===== src/rtl/branch_target_unit.sv =====
// ID-stage BEQ/BNE resolver: target = pc_plus4 + off_sh, redirect issued 1 cycle after accept, then a 1-cycle IF/ID flush.
// Backpressure: in_ready is low outside IDLE (the candidate stalls upstream); the redirect holds until redir_ready.
module branch_target_unit #(
  parameter int XLEN  = 32,
  parameter int CNT_W = 16
) (
  input  logic             clk,
  input  logic             rst_n,
  input  logic             in_valid,
  output logic             in_ready,
  input  logic             is_beq,
  input  logic             is_bne,
  input  logic [XLEN-1:0]  pc_plus4,
  input  logic [XLEN-1:0]  off_sh,
  input  logic [XLEN-1:0]  rs_val,
  input  logic [XLEN-1:0]  rt_val,
  output logic             redir_valid,
  input  logic             redir_ready,
  output logic [XLEN-1:0]  redir_target,
  output logic             align_err,
  output logic             flush_ifid,
  output logic             stall_id,
  output logic [CNT_W-1:0] taken_cnt,
  output logic             dec_err
);

  typedef enum logic [1:0] {IDLE, REDIRECT, FLUSH} state_t;

  state_t            state_q;
  logic              redir_valid_q;
  logic [XLEN-1:0]   redir_target_q;
  logic              align_err_q;
  logic              flush_q;
  logic [CNT_W-1:0]  cnt_q;
  logic              dec_err_q;

  logic              accept;
  logic              taken;
  logic              ops_eq;
  logic [XLEN-1:0]   tgt;

  assign in_ready = (state_q == IDLE);
  assign accept   = in_valid && in_ready;
  assign stall_id = in_valid && !in_ready;
  assign ops_eq   = (rs_val == rt_val);
  // Carry-out is dropped on purpose: targets wrap modulo 2^XLEN.
  assign tgt      = pc_plus4 + off_sh;
  assign taken    = (is_beq && !is_bne && ops_eq) || (is_bne && !is_beq && !ops_eq);

  always_ff @(posedge clk or negedge rst_n) begin
    if (!rst_n) begin
      state_q        <= IDLE;
      redir_valid_q  <= 1'b0;
      redir_target_q <= '0;
      align_err_q    <= 1'b0;
      flush_q        <= 1'b0;
      cnt_q          <= '0;
      dec_err_q      <= 1'b0;
    end else begin
      case (state_q)
        IDLE: begin
          if (accept) begin
            if (is_beq && is_bne) begin
              dec_err_q <= 1'b1;
            end
            if (taken) begin
              state_q        <= REDIRECT;
              redir_valid_q  <= 1'b1;
              redir_target_q <= tgt;
              align_err_q    <= |tgt[1:0];
              if (cnt_q != {CNT_W{1'b1}}) begin
                cnt_q <= cnt_q + CNT_W'(1);
              end
            end
          end
        end
        REDIRECT: begin
          // Target and align_err stay put until fetch takes the redirect.
          if (redir_ready) begin
            state_q       <= FLUSH;
            redir_valid_q <= 1'b0;
            flush_q       <= 1'b1;
          end
        end
        FLUSH: begin
          state_q <= IDLE;
          flush_q <= 1'b0;
        end
        default: begin
          state_q       <= IDLE;
          redir_valid_q <= 1'b0;
          flush_q       <= 1'b0;
        end
      endcase
    end
  end

  assign redir_valid  = redir_valid_q;
  assign redir_target = redir_target_q;
  assign align_err    = align_err_q;
  assign flush_ifid   = flush_q;
  assign taken_cnt    = cnt_q;
  assign dec_err      = dec_err_q;

endmodule


===== config.mk =====
export PLATFORM = sky130hd
export DESIGN_NAME = branch_target_unit
export DESIGN_NICKNAME = d
export VERILOG_FILES = /design/src/rtl/branch_target_unit.sv
export SDC_FILE = /design/constraint.sdc
export NUM_CORES = 1
export LEC_CHECK = 0
export ABC_AREA = 1
export BUFFER_PORTS_ARGS = -buffer_cell sky130_fd_sc_hd__buf_2
export CAP_MARGIN = 25
export CORE_MARGIN = 2
export CORE_UTILIZATION = 55
export CTS_CLUSTER_SIZE = 20
export DETAILED_ROUTE_END_ITERATION = 10
export PLACE_DENSITY = 0.88
export SLEW_MARGIN = 20
export SYNTH_ARGS = -nofsm -noshare
export SYNTH_HDL_FRONTEND = slang
export SYNTH_SLANG_ARGS = --single-unit

===== constraint.sdc =====
create_clock -name clk -period 4.15 [get_ports clk]
set_input_delay 0 -clock clk [delete_from_list [all_inputs] [get_ports clk]]
set_output_delay 0 -clock clk [all_outputs]
set_load 0.02 [all_outputs]

# ---- Word-level counts from Yosys, hierarchy flattened
# Cells that the tools add are included.
dict set report classes {
  bitwise 2
  muxes 10
  eq_ne 7
  add_sub_neg 2
  reduce_logical 20
}
# cell n
set op_table {}
lappend op_table {{32-bit adder} 1}
lappend op_table {{32-bit == test} 1}
lappend op_table {{16-bit by 1-bit adder with 16-bit output (second input constant)} 1}
lappend op_table {{16-bit != test (second input constant)} 1}
lappend op_table {{3-bit AND reduction} 3}
lappend op_table {{4-bit AND reduction} 2}
lappend op_table {{1-bit logical AND} 7}
lappend op_table {{2-bit 2-to-1 mux} 3}
lappend op_table {{1-bit logical NOT} 4}
lappend op_table {{1-bit 2-to-1 mux} 4}
lappend op_table {{2-bit by 1-bit != test with 1-bit output (second input constant)} 2}
lappend op_table {{2-bit one-hot mux with 2 select lines} 1}
lappend op_table {{1-bit one-hot mux with 3 select lines} 1}
lappend op_table {{2-bit by 1-bit == test with 1-bit output (second input constant)} 1}
lappend op_table {{2-bit == test (second input constant)} 1}
lappend op_table {{2-bit logical NOT} 1}
lappend op_table {{2-bit != test (second input constant)} 1}
lappend op_table {{1-bit inverter} 2}
lappend op_table {{1-bit one-hot mux with 2 select lines} 1}
lappend op_table {{2-bit AND reduction} 1}
lappend op_table {{2-bit OR reduction} 1}
lappend op_table {{1-bit logical OR} 1}
dict set report word_totals {
  wordCells 48
  inputBits 134
  register_bits 54
  output_inout_bits 54
}

# ---- Longest topological paths before layout
dict set report logic_depth {
  depth_word 7
  depth_mapped 14
  mapped_depth_nobuf 14
}

# ---- Least setup slack after synthesis
# No wires, ideal clock.
dict set report synth_timing {
  path_kind {flip-flop to flip-flop}
  startpoint {register cnt_q[0] (netlist: taken_cnt[0])}
  endpoint {register cnt_q[9] (netlist: taken_cnt[9])}
  setup_slack_ns 2.259
  path_stages_with_launch 10
  setup_time_ns 0.121
  synth_period_minus_slack_ns 1.891
  required_time_ns 4.029
  path_buffers 1
  t_arrival_ns 1.770
  path_cell_list {dfrtp_1 ha_1 inv_1 nor4_4 nand3_2 nor2_1 nand3_1 nand3_2 buf_6 o21ai_1}
}
dict set report synth_via {
  elab_chain_cells 2
  elab_cells_between_ends 3
  cone_classes {add/sub: 1; eq/ne: 1; reduce/logical: 1}
}
# item line_no
set synth_rtl {}
lappend synth_rtl {{start: declaration} 34} ;# logic [CNT_W-1:0] cnt_q;
lappend synth_rtl {{start signal: assignment} 72} ;# cnt_q <= cnt_q + CNT_W'(1);
lappend synth_rtl {{branches (longest 2 deep; another with 16-bit by 1-bit adder with 16-bit output)} -}
# Parallel ways; which one is timed is not known.
# A chain may end at the register's enable or synchronous reset.

# ---- Final worst setup path
dict set report layout_timing {
  startpoint {register cnt_q[0] (netlist: taken_cnt[0])}
  endpoint {register cnt_q[11] (netlist: taken_cnt[11])}
}
# Same word-level chain as after synthesis.

==> impl_metrics.json <==
{
  "clkSinkCount": 54,
  "grt_pass1_vias": 4929,
  "holdPathStages": 6,
  "insertion_delay_ns": 0.30,
  "design.die.area_mm2": 0.00996,
  "yosysWarningCount": 0,
  "cp.arrival_ns": 2.56,
  "slew_viol_final": 0,
  "syn_area_mm2": 0.00505,
  "drc_errors": 0,
  "seq_area_frac_synth_pct": 26.8,
  "layout_min_cycle_time_ns": 2.35,
  "p_sw_share_pct": 41.0,
  "drtAntennaViolNets": 0,
  "drive_gt1_share_pct": 22.9,
  "crit_type": "flop to flop",
  "internal_power_uw": 1160,
  "ys_types": 31,
  "r2r_end": "taken_cnt[11]$_DFFE_PN0P_",
  "finalCritPeriodShare_pct": 56.5,
  "r2r_setup_slack_ns": 1.80,
  "dr.pass1.iters": 5,
  "tns_ns": 0,
  "status": "finished clean",
  "finalWirelength_um": 13100,
  "fin_ws_ns": 1.80,
  "hold_class": "primary input to flop",
  "final_nets": 1145,
  "maxCapViolCount": 0,
  "crit_chain": "ha_1 -> inv_1 -> nor4_4 -> nand3_2 -> nor2_1 -> nand3_1 -> nand3_2 -> nand2_1 -> o21ai_2",
  "fin_util_pct": 70.9,
  "syn_nets": 954,
  "postCtsSetupBuffers": 0,
  "p_per_area_mw_per_mm2": 316,
  "cp.required_ns": 4.36,
  "drt-initial-drc-count": 288,
  "rr_startpoint": "taken_cnt[0]$_DFFE_PN0P_",
  "detailedPlace.worstSlack_ns": 1.83,
  "max_freq_mhz": 426,
  "start_kind": "flop",
  "muxShareOfSynthArea_pct": 0,
  "cts_resized": 0,
  "grt_pass1_wl_um": 21600,
  "overflow": 0,
  "endpoint_kind": "flop",
  "rows": 34,
  "synth_simple_gate_area_share_pct": 34.8,
  "crit_path_max_incr_delay_ns": 0.53,
  "setup_viol": 0,
  "cts_tree": "done",
  "die_x_um": 99.8,
  "num_vias": 5477,
  "ys_seq_elements": 54,
  "path_common_cell": "nand3_2",
  "synthAdderAreaFrac_pct": 8.33,
  "synth_top_family_by_area": "simple AND/OR/NAND/NOR gates",
  "gp_congestion": 0.976,
  "max-slew-margin-rel_pct": 49.5,
  "cts.clk_slew.worst_paths_ns": 0.09,
  "die_y_um": 99.8,
  "synth_area_leaders": "dfrtp_1 27%, nand2_1 20%, inv_1 8.0%",
  "min_from": "pc_plus4[31]",
  "place.port_buffers": 187,
  "grt_max_degree": 62,
  "final-hold-violation-count": 0,
  "slowest_stage": "nand3_2",
  "cts-root-buf": "clkbuf_8",
  "skew_ns": 0.00892,
  "ir_worst_vdd_mv": 0.187,
  "cts.path.max_buffers": 2,
  "mostFrequentLayoutCell": "nand2_1",
  "power_frac_clock_pct": 18.1,
  "path_max_fanout": 31,
  "min_to": "redir_target[31]$_DFFE_PN0P_",
  "p_sw_uw": 809,
  "power_frac_seq_pct": 36.4,
  "p_comb_share_pct": 45.5,
  "cts_made_buffers": 5,
  "synth-compound-area-share_pct": 12.1,
  "post_synth_inst_count": 787,
  "n_antenna_cell": 0,
  "core_mm2": 0.00881,
  "synth_xor_area_share_pct": 8.68,
  "power_leakage_uw": 0.00338,
  "dpl.hpwl_um": 10900,
  "rsz0062_at_grt": "false",
  "path_buf_inv": 1,
  "start_util_pct": 57.3,
  "synth_top_area_share_pct": 26.8,
  "syn_to_final_growth_pct": 23.7,
  "wl_per_cell_um": 12.1,
  "antenna_found_initial": 0,
  "synth.avg_cell_area_um2": 6.41,
  "critical-path-top-delay-family": "simple AND/OR/NAND/NOR gates",
  "reg2reg_depth": 9,
  "drt-vias-per-instance": 5.04,
  "io_pins": 188,
  "worstMarginPinSlew_ns": 0.753,
  "post-synth-top-area-cell": "dfrtp_1",
  "grtUsageTotal_pct": 26.2,
  "htree_num_levels": 2,
  "final_cell_mix": "275 x nand2_1, 187 x buf_2, 107 x inv_1"
}
-- how the worst max path moves through the flow --
| stage | start | end | cells past startpoint |
|---|---|---|---|
| 2_1_floorplan | taken_cnt[0]$_DFFE_PN0P_ | taken_cnt[9]$_DFFE_PN0P_ | 9 |
| 3_3_place_gp | state_q[0]$_DFFE_PN0P_ | taken_cnt[5]$_DFFE_PN0P_ | 4 |
| 3_5_place_dp | taken_cnt[0]$_DFFE_PN0P_ | taken_cnt[11]$_DFFE_PN0P_ | 9 |
| 4_1_cts | taken_cnt[0]$_DFFE_PN0P_ | taken_cnt[11]$_DFFE_PN0P_ | 9 |
| 5_1_grt | taken_cnt[0]$_DFFE_PN0P_ | taken_cnt[7]$_DFFE_PN0P_ | 9 |
| 6_report | taken_cnt[0]$_DFFE_PN0P_ | taken_cnt[11]$_DFFE_PN0P_ | 9 |
-- cells in the mapped netlist --
| cell type | instances |
|---|---|
| ha_1 | 32 |
| fa_1 | 1 |
| xor2_1 | 10 |
| nor3_2 | 1 |
| o21ai_2 | 13 |
| nand2_1 | 275 |
| nand3_2 | 3 |
| a31o_2 | 1 |
| nand3b_1 | 2 |
| nand2_4 | 1 |
| or2_2 | 1 |
| a21oi_1 | 38 |
| and2_1 | 1 |
| buf_6 | 3 |
| inv_1 | 107 |
| nor2_1 | 76 |
| nor4_1 | 5 |
| nand3_1 | 39 |
| xnor2_1 | 40 |
| o21a_1 | 4 |
| dfrtp_1 | 54 |
| nor3_1 | 9 |
| a21o_1 | 1 |
| o21bai_1 | 2 |
| o21ai_0 | 28 |
| inv_2 | 1 |
| buf_2 | 6 |
| nand4_1 | 5 |
| o21ai_1 | 21 |
| nor4_4 | 1 |
| nand2_2 | 6 |
-- state kept, by name, indices dropped and copies added, names as in the netlist --
register,count
redir_target,32
flush_ifid,1
redir_valid,1
state_q,2
taken_cnt,16
dec_err,1
align_err,1
-- repair_timing --
| item | 4_1_cts | 5_1_grt |
|---|---|---|
| endpoints found under the hold margin | 57 | 0 |
| hold buffers | 4 | 0 |
| endpoints found under the setup margin | 0 | 0 |
-- through the flow --
step | instance area, um2 | hold slack (ns) | power (uW) | instances
2_1_floorplan | 5050 | -0.296 | 1300 | 787
3_3_place_gp | 6060 | 0.156 | 1600 | 1074
3_5_place_dp | 6060 | 0.154 | 1610 | 1074
4_1_cts | 6210 | 0.0981 | 1980 | 1085
5_1_grt | 6240 | 0.137 | 2120 | 1086
6_report | 6240 | 0.0901 | 1970 | 1086
-- routing by layer --
metal	global-route usage [%]	wire (um)	vias to the layer above
li1	-	-	2874
met1	33.7	5760	2378
met2	46.3	6150	201
met3	3.13	896	24
met4	8.01	293	0
met5	0	0	-
-- power groups by stage --
stage	Combinational, uW	Sequential [uW]	Clock (uW)
3_5_place_dp	888	726	0
6_report	898	718	357
2_1_floorplan	430	865	0
5_1_grt	998	734	386
4_1_cts	894	716	366
3_3_place_gp	872	724	0
-- worst reg2reg max path, cell delays in order, from the launching register on --
cell,delay (ns)
dfrtp_1,0.46
ha_1,0.25
inv_1,0.09
nor4_4,0.35
nand3_2,0.09
nor2_1,0.10
nand3_1,0.12
nand3_2,0.53
nand2_1,0.17
o21ai_2,0.10
-- kinds of logic (layout without fill, tap and decap cells) --
group,count (synthesis),in the layout
AND/OR/NAND/NOR,425,425
buffers and inverters,117,308
AO/OA/AOI/OAI,108,108
flip-flops,54,54
XOR/XNOR,50,50
adder cells (fa/ha/maj),33,33
-- layout make-up --
type                       instances  area (um2)
fill                             794        2560
tap                              108         135
timing repair buffer             193        1010
clock buffer                       6        82.6
multi-input combinational        616        3230
inverter                         108         405
clock inverter                     1        30.0
sequential                        54        1350
Power figures use the tool's default switching activity.
